$ cat config.mk
export PLATFORM = sky130hd
export DESIGN_NAME = iot_stream_tx
export DESIGN_NICKNAME = d
export VERILOG_FILES = /design/src/rtl/iot_pkg.sv /design/src/rtl/iot_tx_fifo.sv /design/src/rtl/iot_stream_tx.sv
export SDC_FILE = /design/constraint.sdc
export NUM_CORES = 1
export LEC_CHECK = 0
export ABC_CLOCK_PERIOD_IN_PS = 4800
export BUFFER_PORTS_ARGS = -buffer_cell sky130_fd_sc_hd__buf_2
export CAP_MARGIN = 20
export CORE_ASPECT_RATIO = 1.5
export CORE_MARGIN = 4
export CORE_UTILIZATION = 35
export CTS_BUF_LIST = sky130_fd_sc_hd__clkbuf_16
export CTS_CLUSTER_DIAMETER = 50
export DETAILED_ROUTE_END_ITERATION = 8
export GPL_TIMING_DRIVEN = 0
export HOLD_SLACK_MARGIN = 0.08
export SETUP_SLACK_MARGIN = 0.4
export SYNTH_ARGS = -nofsm -noshare
export SYNTH_HDL_FRONTEND = slang
export SYNTH_SLANG_ARGS = --single-unit
$ cat constraint.sdc
create_clock -name clk -period 4.8 [get_ports clk]
set_input_delay 0.72 -clock clk [delete_from_list [all_inputs] [get_ports clk]]
set_output_delay 0.72 -clock clk [all_outputs]
set_load 0.05 [all_outputs]
$ cat src/rtl/iot_pkg.sv
// rtl/iot_pkg.sv - shared constants, function codes and FSM encoding for the IoT stream transmitter
package iot_pkg;

    // Filter function codes carried on fn_sel
    localparam logic [2:0] FN_MAX     = 3'd1;
    localparam logic [2:0] FN_MIN     = 3'd2;
    localparam logic [2:0] FN_AVG     = 3'd3;
    localparam logic [2:0] FN_EXTRACT = 3'd4;
    localparam logic [2:0] FN_EXCLUDE = 3'd5;
    localparam logic [2:0] FN_PEAKMAX = 3'd6;
    localparam logic [2:0] FN_PEAKMIN = 3'd7;

    localparam int BYTES_PER_WORD  = 16;
    localparam int WORDS_PER_ROUND = 8;

    typedef enum logic [1:0] {
        ST_IDLE = 2'd0,
        ST_SEND = 2'd1,
        ST_GAP  = 2'd2
    } tx_state_t;

    // Byte k of a word, most significant byte first
    function automatic logic [7:0] word_byte(input logic [127:0] w, input logic [3:0] k);
        logic [127:0] sh;
        sh = w << {k, 3'b000};
        return sh[127:120];
    endfunction

endpackage

$ cat src/rtl/iot_tx_fifo.sv
// rtl/iot_tx_fifo.sv - synchronous FIFO of 128-bit words with power-of-two depth
module iot_tx_fifo import iot_pkg::*; #(
    parameter int DEPTH = 4
) (
    input  logic         clk,
    input  logic         rst,
    input  logic         push,
    input  logic [127:0] push_data,
    input  logic         pop,
    output logic [127:0] head,
    output logic         full,
    output logic         empty
);

    localparam int AW = $clog2(DEPTH);

    logic [127:0] mem [DEPTH];
    logic [AW-1:0] wr_ptr;
    logic [AW-1:0] rd_ptr;
    logic [AW:0]   count;
    logic          do_push;
    logic          do_pop;

    assign full    = (count == (AW+1)'(DEPTH));
    assign empty   = (count == '0);
    assign do_push = push && !full;
    assign do_pop  = pop && !empty;
    assign head    = mem[rd_ptr];

    // Storage array; contents need no reset since count gates visibility
    always_ff @(posedge clk) begin
        if (do_push) begin
            mem[wr_ptr] <= push_data;
        end
    end

    // Pointers and occupancy; simultaneous push and pop both take effect
    always_ff @(posedge clk) begin
        if (rst) begin
            wr_ptr <= '0;
            rd_ptr <= '0;
            count  <= '0;
        end else begin
            if (do_push) begin
                wr_ptr <= wr_ptr + AW'(1);
            end
            if (do_pop) begin
                rd_ptr <= rd_ptr + AW'(1);
            end
            case ({do_push, do_pop})
                2'b10:   count <= count + (AW+1)'(1);
                2'b01:   count <= count - (AW+1)'(1);
                default: count <= count;
            endcase
        end
    end

endmodule

$ cat src/rtl/iot_stream_tx.sv
// rtl/iot_stream_tx.sv - serialises buffered 128-bit words into filter byte strobes with round tracking
module iot_stream_tx import iot_pkg::*; #(
    parameter int FIFO_DEPTH      = 4,
    parameter int WORDS_PER_ROUND = iot_pkg::WORDS_PER_ROUND
) (
    input  logic         clk,
    input  logic         rst,
    input  logic         s_valid,
    input  logic [127:0] s_data,
    output logic         s_ready,
    input  logic [2:0]   cfg_fn,
    input  logic         busy,
    output logic         in_en,
    output logic [7:0]   iot_in,
    output logic [2:0]   fn_sel,
    output logic         round_done
);

    localparam logic [3:0] LAST_BYTE = 4'(BYTES_PER_WORD - 1);
    localparam logic [2:0] LAST_WORD = 3'(WORDS_PER_ROUND - 1);

    tx_state_t    state;
    tx_state_t    next_state;
    logic [3:0]   k;
    logic [2:0]   word_cnt;
    logic         ready_q;
    logic         issue;
    logic         pop;
    logic         push;
    logic         fifo_full;
    logic         fifo_empty;
    logic [127:0] head;

    // ready_q keeps s_ready low through reset and for the first cycle after it
    assign s_ready = ready_q && !fifo_full;
    assign push    = s_valid && s_ready;

    iot_tx_fifo #(
        .DEPTH(FIFO_DEPTH)
    ) u_fifo (
        .clk       (clk),
        .rst       (rst),
        .push      (push),
        .push_data (s_data),
        .pop       (pop),
        .head      (head),
        .full      (fifo_full),
        .empty     (fifo_empty)
    );

    // State register
    always_ff @(posedge clk) begin
        if (rst) begin
            state <= ST_IDLE;
        end else begin
            state <= next_state;
        end
    end

    // Next state and per-cycle byte issue / word pop decisions
    always_comb begin
        next_state = state;
        issue      = 1'b0;
        pop        = 1'b0;
        case (state)
            ST_IDLE: begin
                if (!fifo_empty && !busy) begin
                    next_state = ST_SEND;
                end
            end
            ST_SEND: begin
                if (!busy) begin
                    issue = 1'b1;
                    if (k == LAST_BYTE) begin
                        pop        = 1'b1;
                        next_state = ST_GAP;
                    end
                end
            end
            ST_GAP: begin
                next_state = fifo_empty ? ST_IDLE : ST_SEND;
            end
            default: begin
                next_state = ST_IDLE;
            end
        endcase
    end

    // Byte index and word-in-round counter; word count survives an empty FIFO
    always_ff @(posedge clk) begin
        if (rst) begin
            k        <= '0;
            word_cnt <= '0;
        end else if (issue) begin
            k <= k + 4'd1;
            if (k == LAST_BYTE) begin
                word_cnt <= (word_cnt == LAST_WORD) ? 3'd0 : word_cnt + 3'd1;
            end
        end
    end

    // Registered filter outputs; fn_sel latches only at the first byte of a round
    always_ff @(posedge clk) begin
        if (rst) begin
            ready_q    <= 1'b0;
            in_en      <= 1'b0;
            iot_in     <= '0;
            fn_sel     <= '0;
            round_done <= 1'b0;
        end else begin
            ready_q <= 1'b1;
            in_en   <= issue;
            if (issue) begin
                iot_in <= word_byte(head, k);
            end
            if (issue && (k == 4'd0) && (word_cnt == 3'd0)) begin
                fn_sel <= cfg_fn;
            end
            // GAP with a wrapped word counter means the last word of a round just finished
            round_done <= (state == ST_GAP) && (word_cnt == 3'd0);
        end
    end

endmodule

# After elaboration in Yosys (flattened, before gate mapping)

Memory sizes are Yosys's and may differ from the RTL's. A register that Yosys moved wholly into a read port is not among the register bits.
Index checks and enable logic that the tools add are counted.
W data, S select, Z words.

Bits in registers: 30
Memory bits (writable): 512
Input bits: 135
Output and inout port bits: 14
Word-level logic and storage cells: 64
Memories kept: 1

Add/sub/neg operators: 6
Eq/ne operators: 10
Shift-type cells: 1
Multiplexer cells: 17
Reductions and logical operators: 18

Memory list:

| memory     | depth | width | rd ports | clocked after memory_dff | write ports | RTL line          | text |
|---|---|---|---|---|---|---|---|
| u_fifo.mem | 4     | 128   | 1        | 1                        | 1           | iot_tx_fifo.sv:17 | `logic [127:0] mem [DEPTH];` |

Operators with widths:

| cell                  | number |
|---|---|
| $shl A128 B7 Y128     | 1 |
| $mux W2               | 5 |
| $mux W1               | 9 |
| $logic_and A1 B1 Y1   | 8 |
| $add A3 B1 Y3 const B | 2 |
| $eq A3 B3 Y1 const B  | 2 |
| $logic_not A3 Y1      | 2 |
| $ne A2 B2 Y1 const B  | 3 |
| $pmux W2 S3           | 1 |
| $pmux W3 S2           | 1 |
| $add A2 B1 Y2 const B | 2 |
| $add A4 B1 Y4 const B | 1 |
| $eq A2 B1 Y1 const B  | 2 |
| $eq A2 B2 Y1 const B  | 2 |
| $eq A4 B4 Y1 const B  | 1 |
| $logic_not A4 Y1      | 1 |
| $logic_not A1 Y1      | 3 |
| $mux W3               | 1 |
| $reduce_and A3 Y1     | 1 |
| $sub A3 B1 Y3 const B | 1 |
| $logic_not A2 Y1      | 1 |
| $reduce_and A2 Y1     | 1 |
| $reduce_bool A2 Y1    | 1 |

# Depth between registers and ports, before layout

Depth after elaboration: 7
Mapped depth: 10

# Hierarchy

A second synthesis with hierarchy kept.

Cells, all modules: 908
Area, all modules: 21016.4 um^2

Modules (own cells, without submodules):

| module        | instances | cells an instance | area each (um^2) |
|---|---|---|---|
| iot_tx_fifo   | 1         | 722               | 19042.0 |
| iot_stream_tx | 1         | 186               | 1974.4 |

# Worst setup path before layout

No wires, ideal clock.

Path type: register -> register
Start: reg u_fifo.count[0]
End: mem u_fifo.mem[0][0] (enable)
Data arrival time: 4.584 ns
Required time: 4.297 ns
Slack: -0.287 ns
Cell stages (with the launch flop): 4
Buffers on the path: 0
Cell sequence: dfxtp_1 -> inv_1 -> a31oi_1 -> and3_1

Cells in the longest elaborated chain, start to end: 7

Ends and longest elaborated chain:

| what                          | RTL line            | text |
|---|---|---|
| start, declared               | iot_tx_fifo.sv:20   | `logic [AW:0] count;` |
| start signal, assigned        | iot_tx_fifo.sv:51   | `2'b10: count <= count + (AW+1)'(1);` |
| start signal, assigned        | iot_tx_fifo.sv:52   | `2'b01: count <= count - (AW+1)'(1);` |
| start signal, assigned        | iot_tx_fifo.sv:53   | `default: count <= count;` |
| $eq A3 B3 Y1                  | iot_tx_fifo.sv:24   | `assign full = (count == (AW+1)'(DEPTH));` |
| $logic_not A1 Y1              | iot_stream_tx.sv:35 | `assign s_ready = ready_q && !fifo_full;` |
| $logic_and A1 B1 Y1           | iot_stream_tx.sv:35 |  |
| via s_ready                   | iot_stream_tx.sv:10 | `output logic s_ready,` |
| $logic_and A1 B1 Y1           | iot_stream_tx.sv:36 | `assign push = s_valid && s_ready;` |
| $logic_and A1 B1 Y1           | iot_tx_fifo.sv:26   | `assign do_push = push && !full;` |
| $mux W1                       | iot_tx_fifo.sv:32   | `if (do_push) begin` |
| $mux W1 (not written as such) | iot_tx_fifo.sv:33   | `mem[wr_ptr] <= push_data;` |
| end, declared                 | iot_tx_fifo.sv:17   |  |

The timed path passes the listed nets, and every way through them passes these cells.

# Worst setup path in the final report

Start: reg k[0]
End: reg iot_in[2]

Cells in the longest elaborated chain, start to end: 1

Ends and longest elaborated chain:

| what                   | RTL line             | text |
|---|---|---|
| start, declared        | iot_stream_tx.sv:24  | `logic [3:0] k;` |
| start signal, assigned | iot_stream_tx.sv:95  | `k <= k + 4'd1;` |
| $shl A128 B7 Y128      | iot_pkg.sv:25        | `sh = w << {k, 3'b000};` |
| end signal, assigned   | iot_stream_tx.sv:114 | `iot_in <= word_byte(head, k);` |
| end, declared          | iot_stream_tx.sv:14  | `output logic [7:0] iot_in,` |

No other way between the ends.
A chain may end at the register's enable or synchronous reset.

==> flow_summary.json <==
{
  "grt_max_degree": 54,
  "run_status": "finished clean",
  "p_per_area_nw_per_um2": 395.3,
  "combPwrFrac": 0.034,
  "die_w_um": 207.3,
  "leakagePower_nw": 7.875,
  "row_count": 109,
  "drtIter0Drc": 853,
  "synth.cell_area_um2": 20860,
  "gp_congestion": 0.7951,
  "clkLatencyLatePin_ns": 0.58,
  "preCtsSetupSlack_ns": 1.774,
  "ant_nets": 0,
  "cts.sink_count": 544,
  "irDropWorstVdd_mv": 0.2850,
  "drv_cap": 0,
  "clk_pin_slew_ns": 0.07,
  "via_per_inst": 5.106,
  "crit_type": "reg2reg",
  "grt_overflow_total": 0,
  "layout_commonest_cell": "edfxtp_1",
  "cts_tree": "built",
  "drt_first_pass_iters": 5,
  "final_max_slew_viol_count": 0,
  "ctsResizeCount": 0,
  "postCtsSetupRepairBufs": 0,
  "root_buffer": "clkbuf_16",
  "yosysWarningCount": 0,
  "grt_pass1_vias": 11032,
  "cp_data_required_time_ns": 5.30,
  "synth_area_per_cell_um2": 21.37,
  "hp-class": "in2reg",
  "cts_hold_buf": 0,
  "cts_buffers": 50,
  "grt_first_pass_wirelength_um": 73690,
  "clk_path_buf_depth": 3,
  "worst_slack_ns": 1.829,
  "max_freq_ghz": 0.3366,
  "die_y_um": 307,
  "synth-seq-area-share": 0.7678,
  "switching_share": 0.2037,
  "route.detailed.drc": 0,
  "hold_ws_ns": 0.3328,
  "path_cells": "buf_2 -> nor2b_1 -> clkbuf_1 -> a22oi_1 -> a21oi_1 -> a311oi_1 -> a211oi_1",
  "fillers": 5162,
  "worstPathArrival_ns": 3.47,
  "num_io_pins": 149,
  "final_cell_mix": "512 x edfxtp_1, 167 x buf_2, 118 x mux4_2",
  "syn2layout_area_growth_pct": 17.55,
  "r2r_slack_ns": 1.83,
  "setup_violations": 0,
  "p_seq_frac": 0.549,
  "dieArea_um2": 63650,
  "slowest_stage": "clkbuf_1",
  "fin_crit_ns": 2.971,
  "timing.rr.start": "k[0]",
  "numPortBuffers": 148,
  "hold_viol_final": 0,
  "antenna_found_initial": 32,
  "synth_edf_count": 512,
  "r2r_cells": 7,
  "synth_cells": 976,
  "final_nets": 1330,
  "intPower_mw": 7.718,
  "power.share.clock": 0.417,
  "regToRegEndpoint": "iot_in[2]",
  "cts-htree-levels": 2,
  "critPathCaptureType": "flop",
  "synthFlopType": "edfxtp_1",
  "holdCritStartpoint": "s_data[68]",
  "p_total_mw": 9.692,
  "grt_use_total": 0.1550,
  "relSlewSlack": 0.3604,
  "worst_pin_slew_ns": 0.9521,
  "worstSetupStartpointType": "flop",
  "drive_gt1_frac": 0.3230,
  "synth_seq_cells": 544,
  "finalCritPeriodShare": 0.6189,
  "final_core_util": 0.4152,
  "drt-wirelength-per-cell_um": 24.82,
  "fin_tns_setup_ns": 0,
  "yosysUniqueCellTypes": 52,
  "dpl.hpwl_um": 34480,
  "rsz0062_at_grt": "false",
  "wl_um": 49960,
  "skew_ns": 0.02461,
  "min_to": "u_fifo.mem[0][68]",
  "synth_nets": 1122,
  "initial_utilization": 0.3532,
  "critical-path-max-stage-delay_ns": 0.73,
  "path_max_fanout": 10,
  "vias": 10278,
  "placeableCoreArea_um2": 59050,
  "p_sw_mw": 1.974,
  "ys_async_sr_fraction": 0,
  "whs_path_depth": 1
}
==> synthesized netlist by cell type (4+ instances only) <==
master / instances / area share
nor2_1: 36 / 0.0065
a22o_1: 10 / 0.0042
a211oi_1: 5 / 0.0018
o211ai_1: 12 / 0.0043
nand2_1: 15 / 0.0027
nand2b_1: 5 / 0.0015
ha_1: 10 / 0.0060
inv_1: 11 / 0.0020
dfxtp_1: 32 / 0.031
nor3_1: 7 / 0.0017
and3_1: 4 / 0.0012
o22ai_1: 5 / 0.0015
a21oi_1: 9 / 0.0022
edfxtp_1: 512 / 0.74
mux4_2: 118 / 0.13
xor2_1: 5 / 0.0021
buf_6: 4 / 0.0022
o221ai_1: 6 / 0.0025
a22oi_1: 16 / 0.0058
a311oi_1: 6 / 0.0025
buf_2: 19 / 0.0046
nor2b_1: 4 / 0.0012
buf_4: 8 / 0.0029
o21ai_0: 9 / 0.0022
mux2i_1: 42 / 0.020
nand3_1: 4 / 0.00096
clkbuf_1: 16 / 0.0029
a211o_1: 10 / 0.0042
==> per-stage QoR <==
| step | instance area, um2 | std cells |
|---|---|---|
| 2_1_floorplan | 20870 | 976 |
| 3_3_place_gp | 22580 | 1901 |
| 3_5_place_dp | 22810 | 1909 |
| 4_1_cts | 24490 | 2000 |
| 5_1_grt | 24500 | 2006 |
| 6_report | 24520 | 2013 |
==> layer usage <==
layer  up-vias  GRT usage  share of wire
met1      5360     0.1811           0.38
li1       4508          -              -
met3       122    0.03888          0.057
met2       266     0.2727           0.52
met5         -          0         0.0025
met4        22    0.06646          0.044
==> critical path: cells and delay by family (launching register included) <==
family / cells / cell delay (ns)
AO/OA/AOI/OAI: 4 / 1.02
buffers and inverters: 2 / 1.02
AND/OR/NAND/NOR: 1 / 0.41
flip-flops: 1 / 0.42
==> sequential cells by signal, summed over array words and instances, names as in the netlist, named ones only <==
register       flops
u_fifo.count       3
k                  4
in_en              1
fn_sel             3
u_fifo.rd_ptr      2
iot_in             8
u_fifo.wr_ptr      2
state              2
round_done         1
word_cnt           3
u_fifo.mem       512
ready_q            1
==> cells by family after synthesis <==
logic type	Yosys count	share of synthesized area
simple gates	89	0.02063
mux	163	0.1492
fa+ha+maj	11	0.006958
flops	544	0.7678
compound gates	99	0.03563
buf+inv	62	0.01649
xor+xnor	8	0.003359
==> worst max-delay path by stage <==
stage / startpoint / endpoint / cells after the start / slack, ns
after floorplan: u_fifo.count[0] / u_fifo.mem[0][0] / 3 / 1.14
after global placement: u_fifo.count[0] / u_fifo.mem[2][36] / 3 / 0.60
after detailed placement: k[0] / iot_in[5] / 6 / 1.77
after CTS: k[0] / iot_in[5] / 6 / 1.76
after global routing: k[0] / iot_in[2] / 7 / 1.68
final: k[0] / iot_in[2] / 7 / 1.83
==> layout make-up <==
cell class,count,area [um2],share of cell area
Clock buffer,50,1251,0.05103
Antenna cell,13,32.53,0.001327
Buffer,49,295.3,0.01204
Clock inverter,41,431.7,0.01760
Sequential cell,544,16020,0.6531
Tap cell,777,972.2,0.03965
Multi-Input combinational cell,370,4521,0.1844
Inverter,13,48.80,0.001990
Timing Repair Buffer,156,953.4,0.03888
==> power groups by stage <==
| stage | logic (mW) | clock network (mW) | registers, mW |
|---|---|---|---|
| 3_5_place_dp | 0.338 | 0 | 5.42 |
| 2_1_floorplan | 0.142 | 0 | 5.43 |
| 4_1_cts | 0.339 | 4.12 | 5.32 |
| 3_3_place_gp | 0.311 | 0 | 5.43 |
| 5_1_grt | 0.363 | 4.33 | 5.32 |
| 6_report | 0.332 | 4.04 | 5.32 |
(Power assumes the default switching activity.)
